[config.mk]
export PLATFORM = sky130hd
export DESIGN_NAME = cdb_arbiter
export DESIGN_NICKNAME = d
export VERILOG_FILES = /design/src/rtl/cdb_arbiter.sv
export SDC_FILE = /design/constraint.sdc
export NUM_CORES = 1
export LEC_CHECK = 0
export ABC_AREA = 1
export ABC_CLOCK_PERIOD_IN_PS = 4300
export BUFFER_PORTS_ARGS = -buffer_cell sky130_fd_sc_hd__buf_2
export CAP_MARGIN = 20
export CELL_PAD_IN_SITES_DETAIL_PLACEMENT = 1
export CELL_PAD_IN_SITES_GLOBAL_PLACEMENT = 2
export CORE_ASPECT_RATIO = 0.9
export CORE_MARGIN = 2
export CORE_UTILIZATION = 36
export CTS_CLUSTER_DIAMETER = 100
export CTS_CLUSTER_SIZE = 14
export DETAILED_ROUTE_END_ITERATION = 8
export PLACE_DENSITY_LB_ADDON = 0.1
export RECOVER_POWER = 50
export SYNTH_ARGS = -nofsm -noshare
export SYNTH_HDL_FRONTEND = slang
export SYNTH_SLANG_ARGS = --single-unit
[constraint.sdc]
create_clock -name clk -period 4.3 [get_ports clk]
set_input_delay 0.86 -clock clk [delete_from_list [all_inputs] [get_ports clk]]
set_output_delay 0.86 -clock clk [all_outputs]
set_load 0.02 [all_outputs]
[src/rtl/cdb_arbiter.sv]
// Common data bus arbiter: per-source skid FIFOs drained round-robin onto a
// registered CDB broadcast port, with almost-full backpressure and sticky overflow.
module cdb_arbiter #(
    parameter int unsigned      NUM_SRC     = 3,
    parameter int unsigned      TAG_W       = 5,
    parameter int unsigned      DATA_W      = 32,
    parameter int unsigned      FIFO_DEPTH  = 4,
    parameter logic [TAG_W-1:0] TAG_INVALID = {TAG_W{1'b1}}
) (
    input  logic                        clk,
    input  logic                        rst,
    input  logic                        flush,
    input  logic [NUM_SRC*TAG_W-1:0]    src_tag,
    input  logic [NUM_SRC*DATA_W-1:0]   src_data,
    output logic [NUM_SRC-1:0]          src_full,
    output logic                        cdb_valid,
    output logic [TAG_W-1:0]            cdb_tag,
    output logic [DATA_W-1:0]           cdb_data,
    output logic [$clog2(NUM_SRC)-1:0]  cdb_src,
    output logic                        overflow
);

    localparam int unsigned SRC_W = $clog2(NUM_SRC);
    localparam int unsigned PTR_W = $clog2(FIFO_DEPTH);
    localparam int unsigned CNT_W = $clog2(FIFO_DEPTH + 1);

    logic [TAG_W-1:0]  mem_tag_q  [NUM_SRC][FIFO_DEPTH];
    logic [TAG_W-1:0]  mem_tag_d  [NUM_SRC][FIFO_DEPTH];
    logic [DATA_W-1:0] mem_data_q [NUM_SRC][FIFO_DEPTH];
    logic [DATA_W-1:0] mem_data_d [NUM_SRC][FIFO_DEPTH];

    logic [PTR_W-1:0]  rd_ptr_q [NUM_SRC];
    logic [PTR_W-1:0]  rd_ptr_d [NUM_SRC];
    logic [PTR_W-1:0]  wr_ptr_q [NUM_SRC];
    logic [PTR_W-1:0]  wr_ptr_d [NUM_SRC];
    logic [CNT_W-1:0]  cnt_q    [NUM_SRC];
    logic [CNT_W-1:0]  cnt_d    [NUM_SRC];

    logic [NUM_SRC-1:0] full_q, full_d;
    logic [NUM_SRC-1:0] push, pop, accept, not_empty;

    logic [SRC_W-1:0]  rr_ptr_q, rr_ptr_d;
    logic [SRC_W-1:0]  grant_idx;
    logic              grant_vld;

    logic              cdb_valid_q, cdb_valid_d;
    logic [TAG_W-1:0]  cdb_tag_q, cdb_tag_d;
    logic [DATA_W-1:0] cdb_data_q, cdb_data_d;
    logic [SRC_W-1:0]  cdb_src_q, cdb_src_d;
    logic              ovf_q, ovf_d;

    // A source pushes whenever its tag slice carries a real tag.
    always_comb begin
        push      = '0;
        not_empty = '0;
        for (int i = 0; i < NUM_SRC; i++) begin
            push[i]      = (src_tag[i*TAG_W +: TAG_W] != TAG_INVALID);
            not_empty[i] = (cnt_q[i] != '0);
        end
    end

    // Round-robin scan starting one past the last winner; uses registered state only.
    always_comb begin
        int unsigned      scan;
        logic [SRC_W-1:0] cand;
        scan      = 0;
        cand      = '0;
        grant_vld = 1'b0;
        grant_idx = '0;
        for (int unsigned k = 1; k <= NUM_SRC; k++) begin
            scan = (32'(rr_ptr_q) + k) % NUM_SRC;
            cand = SRC_W'(scan);
            if (!grant_vld && not_empty[cand]) begin
                grant_vld = 1'b1;
                grant_idx = cand;
            end
        end
    end

    always_comb begin
        mem_tag_d   = mem_tag_q;
        mem_data_d  = mem_data_q;
        rd_ptr_d    = rd_ptr_q;
        wr_ptr_d    = wr_ptr_q;
        cnt_d       = cnt_q;
        full_d      = '0;
        ovf_d       = ovf_q;
        rr_ptr_d    = rr_ptr_q;
        pop         = '0;
        accept      = '0;
        cdb_valid_d = 1'b0;
        cdb_tag_d   = TAG_INVALID;
        cdb_data_d  = cdb_data_q;
        cdb_src_d   = cdb_src_q;

        if (flush) begin
            for (int i = 0; i < NUM_SRC; i++) begin
                rd_ptr_d[i] = '0;
                wr_ptr_d[i] = '0;
                cnt_d[i]    = '0;
            end
        end else begin
            for (int i = 0; i < NUM_SRC; i++) begin
                pop[i]    = grant_vld && (grant_idx == SRC_W'(i));
                // A full FIFO still accepts when its head leaves on the same edge.
                accept[i] = push[i] && ((cnt_q[i] != CNT_W'(FIFO_DEPTH)) || pop[i]);
                if (push[i] && !accept[i]) begin
                    ovf_d = 1'b1;
                end
                if (pop[i]) begin
                    rd_ptr_d[i] = rd_ptr_q[i] + PTR_W'(1);
                end
                if (accept[i]) begin
                    mem_tag_d[i][wr_ptr_q[i]]  = src_tag[i*TAG_W +: TAG_W];
                    mem_data_d[i][wr_ptr_q[i]] = src_data[i*DATA_W +: DATA_W];
                    wr_ptr_d[i]                = wr_ptr_q[i] + PTR_W'(1);
                end
                if (accept[i] && !pop[i]) begin
                    cnt_d[i] = cnt_q[i] + CNT_W'(1);
                end else if (pop[i] && !accept[i]) begin
                    cnt_d[i] = cnt_q[i] - CNT_W'(1);
                end
                full_d[i] = (cnt_d[i] >= CNT_W'(FIFO_DEPTH - 1));
            end

            if (grant_vld) begin
                cdb_valid_d = 1'b1;
                cdb_tag_d   = mem_tag_q[grant_idx][rd_ptr_q[grant_idx]];
                cdb_data_d  = mem_data_q[grant_idx][rd_ptr_q[grant_idx]];
                cdb_src_d   = grant_idx;
                rr_ptr_d    = grant_idx;
            end
        end
    end

    always_ff @(posedge clk or posedge rst) begin
        if (rst) begin
            rd_ptr_q    <= '{default: '0};
            wr_ptr_q    <= '{default: '0};
            cnt_q       <= '{default: '0};
            full_q      <= '0;
            ovf_q       <= 1'b0;
            rr_ptr_q    <= SRC_W'(NUM_SRC - 1);
            cdb_valid_q <= 1'b0;
            cdb_tag_q   <= TAG_INVALID;
            cdb_data_q  <= '0;
            cdb_src_q   <= '0;
        end else begin
            rd_ptr_q    <= rd_ptr_d;
            wr_ptr_q    <= wr_ptr_d;
            cnt_q       <= cnt_d;
            full_q      <= full_d;
            ovf_q       <= ovf_d;
            rr_ptr_q    <= rr_ptr_d;
            cdb_valid_q <= cdb_valid_d;
            cdb_tag_q   <= cdb_tag_d;
            cdb_data_q  <= cdb_data_d;
            cdb_src_q   <= cdb_src_d;
        end
    end

    // Storage is qualified by the counters, so it needs no reset.
    always_ff @(posedge clk) begin
        mem_tag_q  <= mem_tag_d;
        mem_data_q <= mem_data_d;
    end

    assign src_full  = full_q;
    assign cdb_valid = cdb_valid_q;
    assign cdb_tag   = cdb_tag_q;
    assign cdb_data  = cdb_data_q;
    assign cdb_src   = cdb_src_q;
    assign overflow  = ovf_q;

endmodule
==> flow_metrics.py <==
metrics = {
    "run_status": {
        "status": "finished, violations left",
        "failed_checks": "max-capacitance violations, max-slew violations",
    },
    "route": {
        "drt_iter0_markers": 1135,
        "route.final.wire_length_mm": 68.4,
        "drc_errors": 0,
        "drt_pre_antenna_iters": 7,
        "route.detailed.wl_per_inst_um": 22.8,
        "routed_antenna_nets": 0,
        "route.vias.total": 14800,
        "routed_via_density": 4.94,
    },
    "sta": {
        "maximum_clock_skew_at_final_layout_ps": 21.6,
        "slew_headroom_pct": -43.7,
        "timing.final.setup_violations": 0,
        "post-route-min-period_ps": 3980,
        "hold_violations": 0,
        "finalCritPeriodShare_pct": 92.5,
        "slew_violations": 54,
        "rsz0062_at_grt": "no",
        "worstMarginPinSlew_ps": 2160,
        "totalNegativeSetupSlack_ps": 0,
        "setup_ws_ps": 322,
        "max_freq_mhz": 251,
    },
    "die": {
        "die_height_um": 236,
        "top_level_ports": 158,
        "fp.coreArea_um2": 59600,
        "die_outline_area_um2": 61900,
        "floorplan.initialDensity_pct": 36.2,
        "cell_rows": 85,
        "fp.dieW_um": 262,
    },
    "place": {
        "port-buffer-count": 157,
        "globalplace.congestion": 0.775,
        "hpwl_mm": 40.7,
        "pre_cts_slack_ps": 271,
    },
    "yosys": {
        "synth_ff_type": "edfxtp_1",
        "synthDominantAreaCellType": "edfxtp_1",
        "syn-num-nets": 2159,
        "synth_area_per_cell_um2": 10.7,
        "synthesis.instances": 2022,
        "yosys_register_bits": 510,
        "yosys.cell_types.count": 34,
        "syn-cell-area_um2": 21600,
        "synth.area.top_cells": "edfxtp_1, nand2_1, dfrtp_1, nand3_1, nor2_1",
        "post-synth-top-area-fraction_pct": 61.8,
        "synth-edff-count": 444,
        "ys_seq_area_share_pct": 69.4,
        "postSynth.asyncResetShare_pct": 12.9,
        "synth-warning-count": 0,
    },
    "clock_network": {
        "clock_path_buffers": 3,
        "ctsRootBufferMaster": "clkbuf_16",
        "worstSkewPairLatency_ps": 600,
        "cts_tree": "built",
        "clock_tree.htree_level_count": 2,
        "cts_hold_repair.buffers": 0,
        "tritoncts_num_sinks": 510,
        "tritoncts.num_buffers": 42,
        "clkTransAtPathRegs_ps": 80,
    },
    "worst_hold_path": {
        "worstHoldPathType": "in -> async",
    },
    "cells_and_area": {
        "post_route_cells_drive_above_1_share_pct": 7.63,
        "number_of_nets_in_the_layout": 2318,
        "commonest_non_fill_non_tap_cell_in_the_layout": "nand2_1",
        "area_growth_pct": 13.5,
        "antenna_cells_inserted": 0,
        "layout.cells.most_common_list": "nand2_1, edfxtp_1, nor2_1",
    },
    "grt": {
        "grt_first_pass_wirelength_mm": 102,
        "pin_count_of_the_biggest_net_entering_global_routing": 112,
        "antenna_found_initial": 1,
        "gr-usage-all-layers_pct": 22.4,
        "overflow": 0,
        "number_of_global_route_vias_before_repair": 15500,
    },
    "critical_path": {
        "crit_path_cell_trace": "inv_1, ha_1, inv_2, nand3_1, nand2_1, nand2_1, nand2_1, nand3_2, nand2_4, nand2_4, nand3_1, nand2_1, inv_1, nand2_1, nor2_4, buf_4",
        "criticalPathCategory": "reg -> reg",
        "worst_path_largest_cell_delay_ps": 620,
        "cp-end-kind": "flop",
        "worst_path_dominant_cell_family": "simple AND/OR/NAND/NOR gates",
        "crit_path_max_fanout": 28,
        "cp.buffers_inverters": 4,
        "cp_slowest_cell": "buf_4",
        "worstPathRequired_ps": 4520,
        "critical_path_start_type": "flop",
        "critPathArrivalTime_ps": 4190,
        "cp_common_cell": "nand2_1",
    },
    "run": {
        "timing.max_cap.violations": 2,
    },
}
==> metrics by stage <==
step | cells | utilization [%] | area, um2 | hold WS [ps]
finish | 2997 | 41.2 | 24500 | 421
global route | 2997 | 41.2 | 24500 | 483
CTS | 2995 | 41.4 | 24600 | 227
detailed placement | 2918 | 39.3 | 23400 | 453
global placement | 2918 | 39.3 | 23400 | 448
floorplan | 2022 | - | 21600 | 425
==> registers in the layout (all words and copies together), names as in the netlist <==
| signal | cells |
|---|---|
| mem_data_q | 384 |
| mem_tag_q | 60 |
| cdb_data | 32 |
| cnt_q | 9 |
| rd_ptr_q | 6 |
| wr_ptr_q | 6 |
| cdb_tag | 5 |
| src_full | 3 |
| rr_ptr_q | 2 |
| cdb_src | 1 |
| cdb_valid | 1 |
| overflow | 1 |
==> layout make-up <==
type | count | area, um2
clock buffers | 73 | 1190
clock inverters | 4 | 63.8
fillers | 6636 | 35000
inverters | 167 | 628
multi-input cells | 1255 | 5570
flip-flops and latches | 510 | 15000
well taps | 783 | 980
repair buffers | 205 | 1090
==> worst paths after layout <==
path                        startpoint            end  slack [ps]  depth (start not counted)
setup / recovery           rr_ptr_q[0]  mem_data_q[5]         320                         16
hold / removal                     rst      cdb_valid         420                          2
setup reg to reg           rr_ptr_q[0]  mem_data_q[5]         320                         16
hold reg to reg               overflow       overflow         470                          2
max in group asynchronous          rst   cdb_data[22]        1380                          3
min in group clk              overflow       overflow         470                          2
==> metal layers <==
metal | vias to the layer above | global-route usage (%) | wire length, um
met1 | 7507 | 32.7 | 32900
li1 | 6949 | - | -
met2 | 288 | 36.2 | 31600
met4 | 0 | 4.90 | 1230
met5 | - | 0 | 0
met3 | 74 | 2.42 | 2640
==> kinds of logic (layout without fill, tap and decap cells) <==
group | after synthesis | in the layout | synth area share, %
AND/OR/NAND/NOR | 1196 | 1196 | 22.8
flip-flops | 510 | 510 | 69.4
buffers and inverters | 257 | 449 | 5.38
AO/OA/AOI/OAI | 30 | 30 | 0.765
adder cells (fa/ha/maj) | 23 | 23 | 1.33
XOR/XNOR | 6 | 6 | 0.243
==> cells in the mapped netlist (6+ instances only) <==
master	instances
a21oi_1	7
buf_2	47
buf_4	13
buf_6	12
clkbuf_1	16
dfrtp_1	60
dfstp_2	6
edfxtp_1	444
ha_1	23
inv_1	160
inv_2	7
nand2_1	696
nand2_2	8
nand3_1	195
nand4_1	22
nor2_1	250
o21ai_0	15
==> repair_timing <==
action	CTS	global route
setup endpoints to repair	0	20
setup buffers	0	2
resized for setup	0	2
Power is not shown: default switching activity piles up to over one toggle a cycle in this logic, so the estimate is an artifact.
